==> src/rtl/pipe_pkg.sv <==
// rtl/pipe_pkg.sv - shared pipeline widths and the control bundle produced by the control unit
package pipe_pkg;
  localparam int PIPE_DW = 32;
  localparam int PIPE_RW = 5;
  localparam int ALUOP_W = 6;

  typedef struct packed {
    logic               branch;
    logic               memwrite;
    logic               memtoreg;
    logic               regdst;
    logic               regwrite;
    logic               alusrc;
    logic [ALUOP_W-1:0] aluop;
  } ctrl_t;
endpackage

==> src/rtl/id_ex_stage_if.sv <==
// rtl/id_ex_stage_if.sv - ID-side inputs and EX-side outputs of the ID/EX register
interface id_ex_stage_if
  import pipe_pkg::*;
#(
  parameter int DW = PIPE_DW,
  parameter int RW = PIPE_RW
);
  logic               ena;
  logic               flush_i;
  logic               branch_i, memwrite_i, memtoreg_i, regdst_i, regwrite_i, alusrc_i;
  logic [ALUOP_W-1:0] aluop_i;
  logic [DW-1:0]      pc4_i, rdata1_i, rdata2_i, imm_i;
  logic [RW-1:0]      rs_i, rt_i, rd_i;
  logic               use_rt_i;

  logic               branch_o, memwrite_o, memtoreg_o, regdst_o, regwrite_o, alusrc_o;
  logic [ALUOP_W-1:0] aluop_o;
  logic [DW-1:0]      pc4_o, rdata1_o, rdata2_o, imm_o;
  logic [RW-1:0]      rs_o, rt_o, rd_o;
  logic               valid_o;
  logic               stall_o;
  logic [15:0]        stall_cnt_o;

  modport master (
    output ena, flush_i, branch_i, memwrite_i, memtoreg_i, regdst_i, regwrite_i, alusrc_i,
           aluop_i, pc4_i, rdata1_i, rdata2_i, imm_i, rs_i, rt_i, rd_i, use_rt_i,
    input  branch_o, memwrite_o, memtoreg_o, regdst_o, regwrite_o, alusrc_o, aluop_o,
           pc4_o, rdata1_o, rdata2_o, imm_o, rs_o, rt_o, rd_o, valid_o, stall_o, stall_cnt_o
  );

  modport slave (
    input  ena, flush_i, branch_i, memwrite_i, memtoreg_i, regdst_i, regwrite_i, alusrc_i,
           aluop_i, pc4_i, rdata1_i, rdata2_i, imm_i, rs_i, rt_i, rd_i, use_rt_i,
    output branch_o, memwrite_o, memtoreg_o, regdst_o, regwrite_o, alusrc_o, aluop_o,
           pc4_o, rdata1_o, rdata2_o, imm_o, rs_o, rt_o, rd_o, valid_o, stall_o, stall_cnt_o
  );
endinterface

==> src/rtl/hazard_detect.sv <==
// rtl/hazard_detect.sv - load-use comparator between the load in EX and the instruction in ID
// Only built with ID_EX_HAZARD_EN; without it the compiler fills load delay slots.
`ifdef ID_EX_HAZARD_EN
module hazard_detect #(
  parameter int RW = 5
) (
  input  logic          valid_i,
  input  logic          memtoreg_i,
  input  logic [RW-1:0] rt_ex_i,
  input  logic [RW-1:0] rs_id_i,
  input  logic [RW-1:0] rt_id_i,
  input  logic          use_rt_i,
  output logic          hazard_o
);
  // r0 is hardwired zero, so a load targeting it never creates a dependency
  assign hazard_o = valid_i & memtoreg_i & (rt_ex_i != '0)
                  & ((rt_ex_i == rs_id_i) | (use_rt_i & (rt_ex_i == rt_id_i)));
endmodule
`endif

==> src/rtl/id_ex_stage.sv <==
// rtl/id_ex_stage.sv - ID/EX pipeline register; ID_EX_HAZARD_EN adds the load-use interlock
module id_ex_stage
  import pipe_pkg::*;
#(
  parameter int DW = PIPE_DW,
  parameter int RW = PIPE_RW
) (
  input logic          clk,
  input logic          rst,
  id_ex_stage_if.slave bus
);
  ctrl_t         ctrl_in, ctrl_d, ctrl_q;
  logic          valid_d, valid_q;
  logic [DW-1:0] pc4_d, pc4_q, rdata1_d, rdata1_q, rdata2_d, rdata2_q, imm_d, imm_q;
  logic [RW-1:0] rs_d, rs_q, rt_d, rt_q, rd_d, rd_q;
  logic          hazard, stall;

  assign ctrl_in = {bus.branch_i, bus.memwrite_i, bus.memtoreg_i, bus.regdst_i,
                    bus.regwrite_i, bus.alusrc_i, bus.aluop_i};

`ifdef ID_EX_HAZARD_EN
  logic [15:0] cnt_d, cnt_q;

  hazard_detect #(.RW(RW)) u_hazard (
    .valid_i    (valid_q),
    .memtoreg_i (ctrl_q.memtoreg),
    .rt_ex_i    (rt_q),
    .rs_id_i    (bus.rs_i),
    .rt_id_i    (bus.rt_i),
    .use_rt_i   (bus.use_rt_i),
    .hazard_o   (hazard)
  );

  assign cnt_d = (stall && cnt_q != 16'hFFFF) ? cnt_q + 16'd1 : cnt_q;

  always_ff @(posedge clk) begin
    if (rst) cnt_q <= '0;
    else     cnt_q <= cnt_d;
  end

  assign bus.stall_cnt_o = cnt_q;
`else
  logic unused_use_rt;
  assign unused_use_rt   = bus.use_rt_i;
  assign hazard          = 1'b0;
  assign bus.stall_cnt_o = '0;
`endif

  // flush outranks the interlock, and a frozen pipe cannot stall
  assign stall       = hazard & bus.ena & ~bus.flush_i;
  assign bus.stall_o = stall;

  always_comb begin
    ctrl_d   = ctrl_q;
    valid_d  = valid_q;
    pc4_d    = pc4_q;
    rdata1_d = rdata1_q;
    rdata2_d = rdata2_q;
    imm_d    = imm_q;
    rs_d     = rs_q;
    rt_d     = rt_q;
    rd_d     = rd_q;
    if (bus.flush_i) begin
      ctrl_d  = '0;
      valid_d = 1'b0;
    end else if (bus.ena) begin
      if (stall) begin
        ctrl_d  = '0;
        valid_d = 1'b0;
      end else begin
        ctrl_d   = ctrl_in;
        valid_d  = 1'b1;
        pc4_d    = bus.pc4_i;
        rdata1_d = bus.rdata1_i;
        rdata2_d = bus.rdata2_i;
        imm_d    = bus.imm_i;
        rs_d     = bus.rs_i;
        rt_d     = bus.rt_i;
        rd_d     = bus.rd_i;
      end
    end
  end

  always_ff @(posedge clk) begin
    if (rst) begin
      ctrl_q   <= '0;
      valid_q  <= 1'b0;
      pc4_q    <= '0;
      rdata1_q <= '0;
      rdata2_q <= '0;
      imm_q    <= '0;
      rs_q     <= '0;
      rt_q     <= '0;
      rd_q     <= '0;
    end else begin
      ctrl_q   <= ctrl_d;
      valid_q  <= valid_d;
      pc4_q    <= pc4_d;
      rdata1_q <= rdata1_d;
      rdata2_q <= rdata2_d;
      imm_q    <= imm_d;
      rs_q     <= rs_d;
      rt_q     <= rt_d;
      rd_q     <= rd_d;
    end
  end

  assign bus.branch_o   = ctrl_q.branch;
  assign bus.memwrite_o = ctrl_q.memwrite;
  assign bus.memtoreg_o = ctrl_q.memtoreg;
  assign bus.regdst_o   = ctrl_q.regdst;
  assign bus.regwrite_o = ctrl_q.regwrite;
  assign bus.alusrc_o   = ctrl_q.alusrc;
  assign bus.aluop_o    = ctrl_q.aluop;
  assign bus.valid_o    = valid_q;
  assign bus.pc4_o      = pc4_q;
  assign bus.rdata1_o   = rdata1_q;
  assign bus.rdata2_o   = rdata2_q;
  assign bus.imm_o      = imm_q;
  assign bus.rs_o       = rs_q;
  assign bus.rt_o       = rt_q;
  assign bus.rd_o       = rd_q;
endmodule

==> src/flat_wrapper.sv <==
// flat-port wrapper written by rule: the top's interface ports become plain ports
module id_ex_stage_flat import pipe_pkg::*;
#(
  parameter int DW = PIPE_DW,
  parameter int RW = PIPE_RW
)
  (clk, rst, bus_ena, bus_flush_i, bus_branch_i, bus_memwrite_i, bus_memtoreg_i, bus_regdst_i, bus_regwrite_i, bus_alusrc_i, bus_aluop_i, bus_pc4_i, bus_rdata1_i, bus_rdata2_i, bus_imm_i, bus_rs_i, bus_rt_i, bus_rd_i, bus_use_rt_i, bus_branch_o, bus_memwrite_o, bus_memtoreg_o, bus_regdst_o, bus_regwrite_o, bus_alusrc_o, bus_aluop_o, bus_pc4_o, bus_rdata1_o, bus_rdata2_o, bus_imm_o, bus_rs_o, bus_rt_o, bus_rd_o, bus_valid_o, bus_stall_o, bus_stall_cnt_o);
  id_ex_stage_if #(.DW(DW), .RW(RW)) bus_i ();
  input logic clk;
  input logic rst;
  input wire logic [$bits(bus_i.ena)-1:0] bus_ena;
  input wire logic [$bits(bus_i.flush_i)-1:0] bus_flush_i;
  input wire logic [$bits(bus_i.branch_i)-1:0] bus_branch_i;
  input wire logic [$bits(bus_i.memwrite_i)-1:0] bus_memwrite_i;
  input wire logic [$bits(bus_i.memtoreg_i)-1:0] bus_memtoreg_i;
  input wire logic [$bits(bus_i.regdst_i)-1:0] bus_regdst_i;
  input wire logic [$bits(bus_i.regwrite_i)-1:0] bus_regwrite_i;
  input wire logic [$bits(bus_i.alusrc_i)-1:0] bus_alusrc_i;
  input wire logic [$bits(bus_i.aluop_i)-1:0] bus_aluop_i;
  input wire logic [$bits(bus_i.pc4_i)-1:0] bus_pc4_i;
  input wire logic [$bits(bus_i.rdata1_i)-1:0] bus_rdata1_i;
  input wire logic [$bits(bus_i.rdata2_i)-1:0] bus_rdata2_i;
  input wire logic [$bits(bus_i.imm_i)-1:0] bus_imm_i;
  input wire logic [$bits(bus_i.rs_i)-1:0] bus_rs_i;
  input wire logic [$bits(bus_i.rt_i)-1:0] bus_rt_i;
  input wire logic [$bits(bus_i.rd_i)-1:0] bus_rd_i;
  input wire logic [$bits(bus_i.use_rt_i)-1:0] bus_use_rt_i;
  output wire logic [$bits(bus_i.branch_o)-1:0] bus_branch_o;
  output wire logic [$bits(bus_i.memwrite_o)-1:0] bus_memwrite_o;
  output wire logic [$bits(bus_i.memtoreg_o)-1:0] bus_memtoreg_o;
  output wire logic [$bits(bus_i.regdst_o)-1:0] bus_regdst_o;
  output wire logic [$bits(bus_i.regwrite_o)-1:0] bus_regwrite_o;
  output wire logic [$bits(bus_i.alusrc_o)-1:0] bus_alusrc_o;
  output wire logic [$bits(bus_i.aluop_o)-1:0] bus_aluop_o;
  output wire logic [$bits(bus_i.pc4_o)-1:0] bus_pc4_o;
  output wire logic [$bits(bus_i.rdata1_o)-1:0] bus_rdata1_o;
  output wire logic [$bits(bus_i.rdata2_o)-1:0] bus_rdata2_o;
  output wire logic [$bits(bus_i.imm_o)-1:0] bus_imm_o;
  output wire logic [$bits(bus_i.rs_o)-1:0] bus_rs_o;
  output wire logic [$bits(bus_i.rt_o)-1:0] bus_rt_o;
  output wire logic [$bits(bus_i.rd_o)-1:0] bus_rd_o;
  output wire logic [$bits(bus_i.valid_o)-1:0] bus_valid_o;
  output wire logic [$bits(bus_i.stall_o)-1:0] bus_stall_o;
  output wire logic [$bits(bus_i.stall_cnt_o)-1:0] bus_stall_cnt_o;
  assign bus_i.ena = bus_ena;
  assign bus_i.flush_i = bus_flush_i;
  assign bus_i.branch_i = bus_branch_i;
  assign bus_i.memwrite_i = bus_memwrite_i;
  assign bus_i.memtoreg_i = bus_memtoreg_i;
  assign bus_i.regdst_i = bus_regdst_i;
  assign bus_i.regwrite_i = bus_regwrite_i;
  assign bus_i.alusrc_i = bus_alusrc_i;
  assign bus_i.aluop_i = bus_aluop_i;
  assign bus_i.pc4_i = bus_pc4_i;
  assign bus_i.rdata1_i = bus_rdata1_i;
  assign bus_i.rdata2_i = bus_rdata2_i;
  assign bus_i.imm_i = bus_imm_i;
  assign bus_i.rs_i = bus_rs_i;
  assign bus_i.rt_i = bus_rt_i;
  assign bus_i.rd_i = bus_rd_i;
  assign bus_i.use_rt_i = bus_use_rt_i;
  assign bus_branch_o = bus_i.branch_o;
  assign bus_memwrite_o = bus_i.memwrite_o;
  assign bus_memtoreg_o = bus_i.memtoreg_o;
  assign bus_regdst_o = bus_i.regdst_o;
  assign bus_regwrite_o = bus_i.regwrite_o;
  assign bus_alusrc_o = bus_i.alusrc_o;
  assign bus_aluop_o = bus_i.aluop_o;
  assign bus_pc4_o = bus_i.pc4_o;
  assign bus_rdata1_o = bus_i.rdata1_o;
  assign bus_rdata2_o = bus_i.rdata2_o;
  assign bus_imm_o = bus_i.imm_o;
  assign bus_rs_o = bus_i.rs_o;
  assign bus_rt_o = bus_i.rt_o;
  assign bus_rd_o = bus_i.rd_o;
  assign bus_valid_o = bus_i.valid_o;
  assign bus_stall_o = bus_i.stall_o;
  assign bus_stall_cnt_o = bus_i.stall_cnt_o;
  id_ex_stage #(.DW(DW), .RW(RW)) u_core (.clk(clk), .rst(rst), .bus(bus_i));
endmodule
==> config.mk <==
export PLATFORM = sky130hd
export DESIGN_NAME = id_ex_stage_flat
export DESIGN_NICKNAME = d
export VERILOG_FILES = /design/src/rtl/pipe_pkg.sv /design/src/rtl/id_ex_stage_if.sv /design/src/rtl/hazard_detect.sv /design/src/rtl/id_ex_stage.sv /design/src/flat_wrapper.sv
export SDC_FILE = /design/constraint.sdc
export NUM_CORES = 1
export LEC_CHECK = 0
export BUFFER_PORTS_ARGS = -buffer_cell sky130_fd_sc_hd__buf_4
export CAP_MARGIN = 20
export CORE_MARGIN = 2
export CORE_UTILIZATION = 40
export DETAILED_ROUTE_END_ITERATION = 10
export PLACE_DENSITY = 0.7
export SETUP_SLACK_MARGIN = 0.1
export SYNTH_ARGS = -nofsm -noshare
export SYNTH_HDL_FRONTEND = slang
export SYNTH_HIERARCHICAL = 1
export SYNTH_SLANG_ARGS = --single-unit
==> constraint.sdc <==
create_clock -name clk -period 0.9 [get_ports clk]
set_input_delay 0 -clock clk [delete_from_list [all_inputs] [get_ports clk]]
set_output_delay 0 -clock clk [all_outputs]
set_load 0.05 [all_outputs]
-- Word level (Yosys, flattened, before mapping)
Index checks and enable logic that the tools add are counted.
Widths: inputs -> output; s select.
- bits in latches: 0
- memories kept: 0
- memory bits (read-only): 0
- input port bits: 160
- register bits after elaboration: 156
- output and inout port bits: 173
- logic and storage cells: 18
- memory bits (writable): 0
- add/sub/neg operators: 0
- multiply operators: 0
- bitwise operators: 1
- shift operators: 0
- div/mod/pow operators: 0
- $lt $le $gt $ge: 0
- eq/ne operators: 0
- reduce and logical (&&, ||, !) cells: 2
- mux-type cells: 0
- operators by type and width (cell ; count):
    $reduce_and 2->1 ; 1
    $reduce_or 2->1 ; 1
    $not 1->1 ; 1

-- Depth between registers and ports, before layout
- depth in word-level cells: 2
- depth in mapped cells: 6
- gate-level depth less buffers: 2

-- Worst setup path after synthesis
OpenSTA, ideal clock, no wires.
- path type: flip-flop to flip-flop
- start: register u_core/bus.pc4_o[11] (netlist name)
- end: register u_core.pc4_q[11], in the netlist u_core/bus.pc4_o[11]
- library setup time: 0.067 ns
- buffers on the path: 0
- cell stages (with the launch flop): 3
- arrival time: 0.833 ns
- path slack: -0.001 ns
- clock period less this slack: 0.901 ns
- cell sequence: dfxtp_1 nand2b_1 o21ai_2
- RTL lines (element ; RTL line ; RTL):
    end signal, assigned ; id_ex_stage.sv:98 ; pc4_q <= pc4_d;
    end, declared ; id_ex_stage.sv:14 ; logic [DW-1:0] pc4_d, pc4_q, rdata1_d, rdata1_q, rdata2_d, rdata2_q, imm_d, imm_q;

-- Worst setup path after layout
- start: register u_core.ctrl_q (netlist bit u_core/bus.alusrc_o)
- end: output bus_alusrc_o
- RTL lines (element ; RTL line ; RTL):
    start, declared ; id_ex_stage.sv:12 ; ctrl_t ctrl_in, ctrl_d, ctrl_q;
    start signal, assigned ; id_ex_stage.sv:96 ; ctrl_q <= ctrl_d;
    end, declared ; flat_wrapper.sv:33 ; output wire logic [$bits(bus_i.alusrc_o)-1:0] bus_alusrc_o;
No word-level cell between the ends.

==> flow_metrics.tcl <==
set metrics [dict create \
    synth_top_cell_by_area "dfxtp_1" \
    firstDrtPassIters 5 \
    reg2regPathDepth 4 \
    core_sq_mm 0.01784 \
    cp_slowest_stage_delay_ns 0.38 \
    track_usage_pct 27.24 \
    p_total_mw 20.46 \
    power_density_mw_per_mm2 1455 \
    fin_crit_ns 0.9550 \
    gp_congestion 0.8250 \
    crit_type "reg2out" \
    dieArea_sq_mm 0.01909 \
    cts_tree "done" \
    endpoint_kind "output pin" \
    place_inst 1222 \
    postSynthCellCount 713 \
    grt_pass1_vias 7811 \
    cp.depth 1 \
    synth-compound-area-share_pct 10.98 \
    post_drt_wl_per_cell_um 19.91 \
    yosys_warnings 6 \
    hold_class "in2reg" \
    final_max_slew_viol_count 0 \
    die_h_um 138.2 \
    layout_common_cells "buf_4, dlygate4sd3_1, buf_8, dfxtp_2, nand4bb_1" \
    cp_top_family "flip-flops" \
    drc 0 \
    tns_ns -2.560 \
    dpl-instance-area_sq_mm 0.01018 \
    maxCapViolations 0 \
    cts_sinks 156 \
    h-tree-depth 4 \
    p_leak_nw 5.804 \
    synth_seq_cells 156 \
    place_worst_setup_slack_ns 0.01076 \
    diodes 0 \
    fin_cells 1474 \
    cts_made_buffers 17 \
    critical_path_arrival_ns 0.95 \
    vias 7717 \
    whs_path_depth 4 \
    setup_viol 155 \
    synth-simple-area-share_pct 35.76 \
    clk_pin_slew_worst_paths_ns 0.07 \
    design_area_sq_mm 0.01407 \
    synth_top_family_by_area "simple AND/OR/NAND/NOR gates" \
    clockRootBuffer "clkbuf_16" \
    dieWidth_um 138.2 \
    crit_fanout 2 \
    worstSetupStartpointType "register" \
    vias_per_cell 5.235 \
    io_pins 333 \
    mappedNetlistArea_sq_mm 0.007201 \
    multiInputGateArea_sq_mm 0.003603 \
    fin_hold_ws_ns 0.06609 \
    synth.avg_cell_area_sq_um 10.10 \
    ant_nets 0 \
    status "finished with violations" \
    start_util_pct 40.36 \
    cts_buffer_depth 2 \
    area_growth_pct 95.34 \
    ys_types 18 \
    fillers 919 \
    grt_max_degree 81 \
    nets 1392 \
    period_share_pct 106.1 \
    critPathBufInv 1 \
    seq_area_sq_mm 0.003331 \
    dpl.hpwl_um 15090 \
    layout_commonest_cell "buf_4" \
    synth_xor_area_share_pct 0 \
    grt_setup_unrepaired "yes" \
    ys_seq_area_share_pct 43.37 \
    numPortBuffers 314 \
    worstSkewPairLatency_ns 0.42 \
    required_ns 0.90 \
    fin_skew_ns 0 \
    hold_viol_final 0 \
    failed_checks "setup timing" \
    cp_cell_sequence "buf_8" \
    synth.area.mux_share_pct 1.668 \
    fin_util_pct 78.84 \
    fmax_mhz 1047 \
    gr-total-overflow 0 \
    drt_iter0_drc 353 \
    yosys-top-cells-area "dfxtp_1, nand4bb_1, nand2b_1" \
    yosysTopAreaCellShare_pct 43.37 \
    drt_wl_total_um 29350 \
    worst_slack_ns -0.05496 \
    antenna_found_initial 0 \
    layout-drive-gt1-share_pct 51.81 \
    rows 49 \
    cp_slowest_cell "dfxtp_2" \
    grt_pass1_wl_um 42040 \
    vdd_drop_max_uv 1237 \
    yosys.area_share.adder_pct 0 \
]
[registers in the layout, indices dropped and copies added, names as in the netlist]
signal and cells:
u_core/bus.branch_o 1, u_core/bus.memtoreg_o 1, u_core/bus.alusrc_o 1, u_core/bus.pc4_o 32, u_core/bus.memwrite_o 1, u_core/bus.rdata1_o 32
u_core/bus.aluop_o 6, u_core/bus.rdata2_o 32, u_core/bus.rs_o 5, u_core/bus.imm_o 32, u_core/bus.rt_o 5, u_core/bus.regwrite_o 1
u_core/bus.rd_o 5, u_core/bus.regdst_o 1, u_core/bus.valid_o 1
[cell type report]
cell class | count | area share (%)
clock buffer | 19 | 3.149
clock inverter | 13 | 1.183
multi-input combinational | 474 | 25.62
sequential | 156 | 23.68
tap | 229 | 2.037
timing repair buffer | 583 | 44.33
[path summary, 6_finish.rpt]
| path | from | endpoint | slack, ns |
|---|---|---|---|
| setup / recovery | u_core/bus.alusrc_o | bus_alusrc_o | -0.05 |
| hold / removal | rst | u_core/bus.rt_o[3] | 0.07 |
| setup reg to reg | u_core/bus.rs_o[3] | u_core/bus.rs_o[3] | -0.03 |
| hold reg to reg | u_core/bus.rdata2_o[23] | u_core/bus.rdata2_o[23] | 0.48 |
[metal layers]
| metal | global-route usage, % | routed length, um | vias to the layer above |
|---|---|---|---|
| li1 | - | - | 3539 |
| met1 | 30.88 | 10870 | 3714 |
| met2 | 47.92 | 15190 | 379 |
| met3 | 7.551 | 2111 | 85 |
| met4 | 12.03 | 1183 | 0 |
| met5 | 0 | 0 | - |
[report_power, final]
group          switching (mW)  internal (mW)
registers               0.323           7.30
clock network            3.11           4.46
logic                    2.61           2.67
[cells by family (layout without fill, tap and decap cells)]
logic type	after synthesis	count (layout)
AND/OR/NAND/NOR	302	302
flip-flops	156	156
AO/OA/AOI/OAI	143	143
buffers and inverters	99	615
multiplexers	12	12
other	1	17
[Yosys cell counts (all sizes together)]
cell type  number
dfxtp         156
conb            1
nand2b        143
or2             1
nor2           14
mux2i          12
o21ai         143
clkbuf         58
nor2b           1
buf            41
nand4bb       143
[repair_timing]
action / CTS / global route
hold endpoints to repair: 155 / 0
endpoints found under the setup margin: 156 / 157
setup buffers: 24 / 41
pin swaps: 0 / 5
hold buffers: 155 / 0
gates resized for setup: 273 / 60
Note: power is estimated with default switching activity, not from simulation.
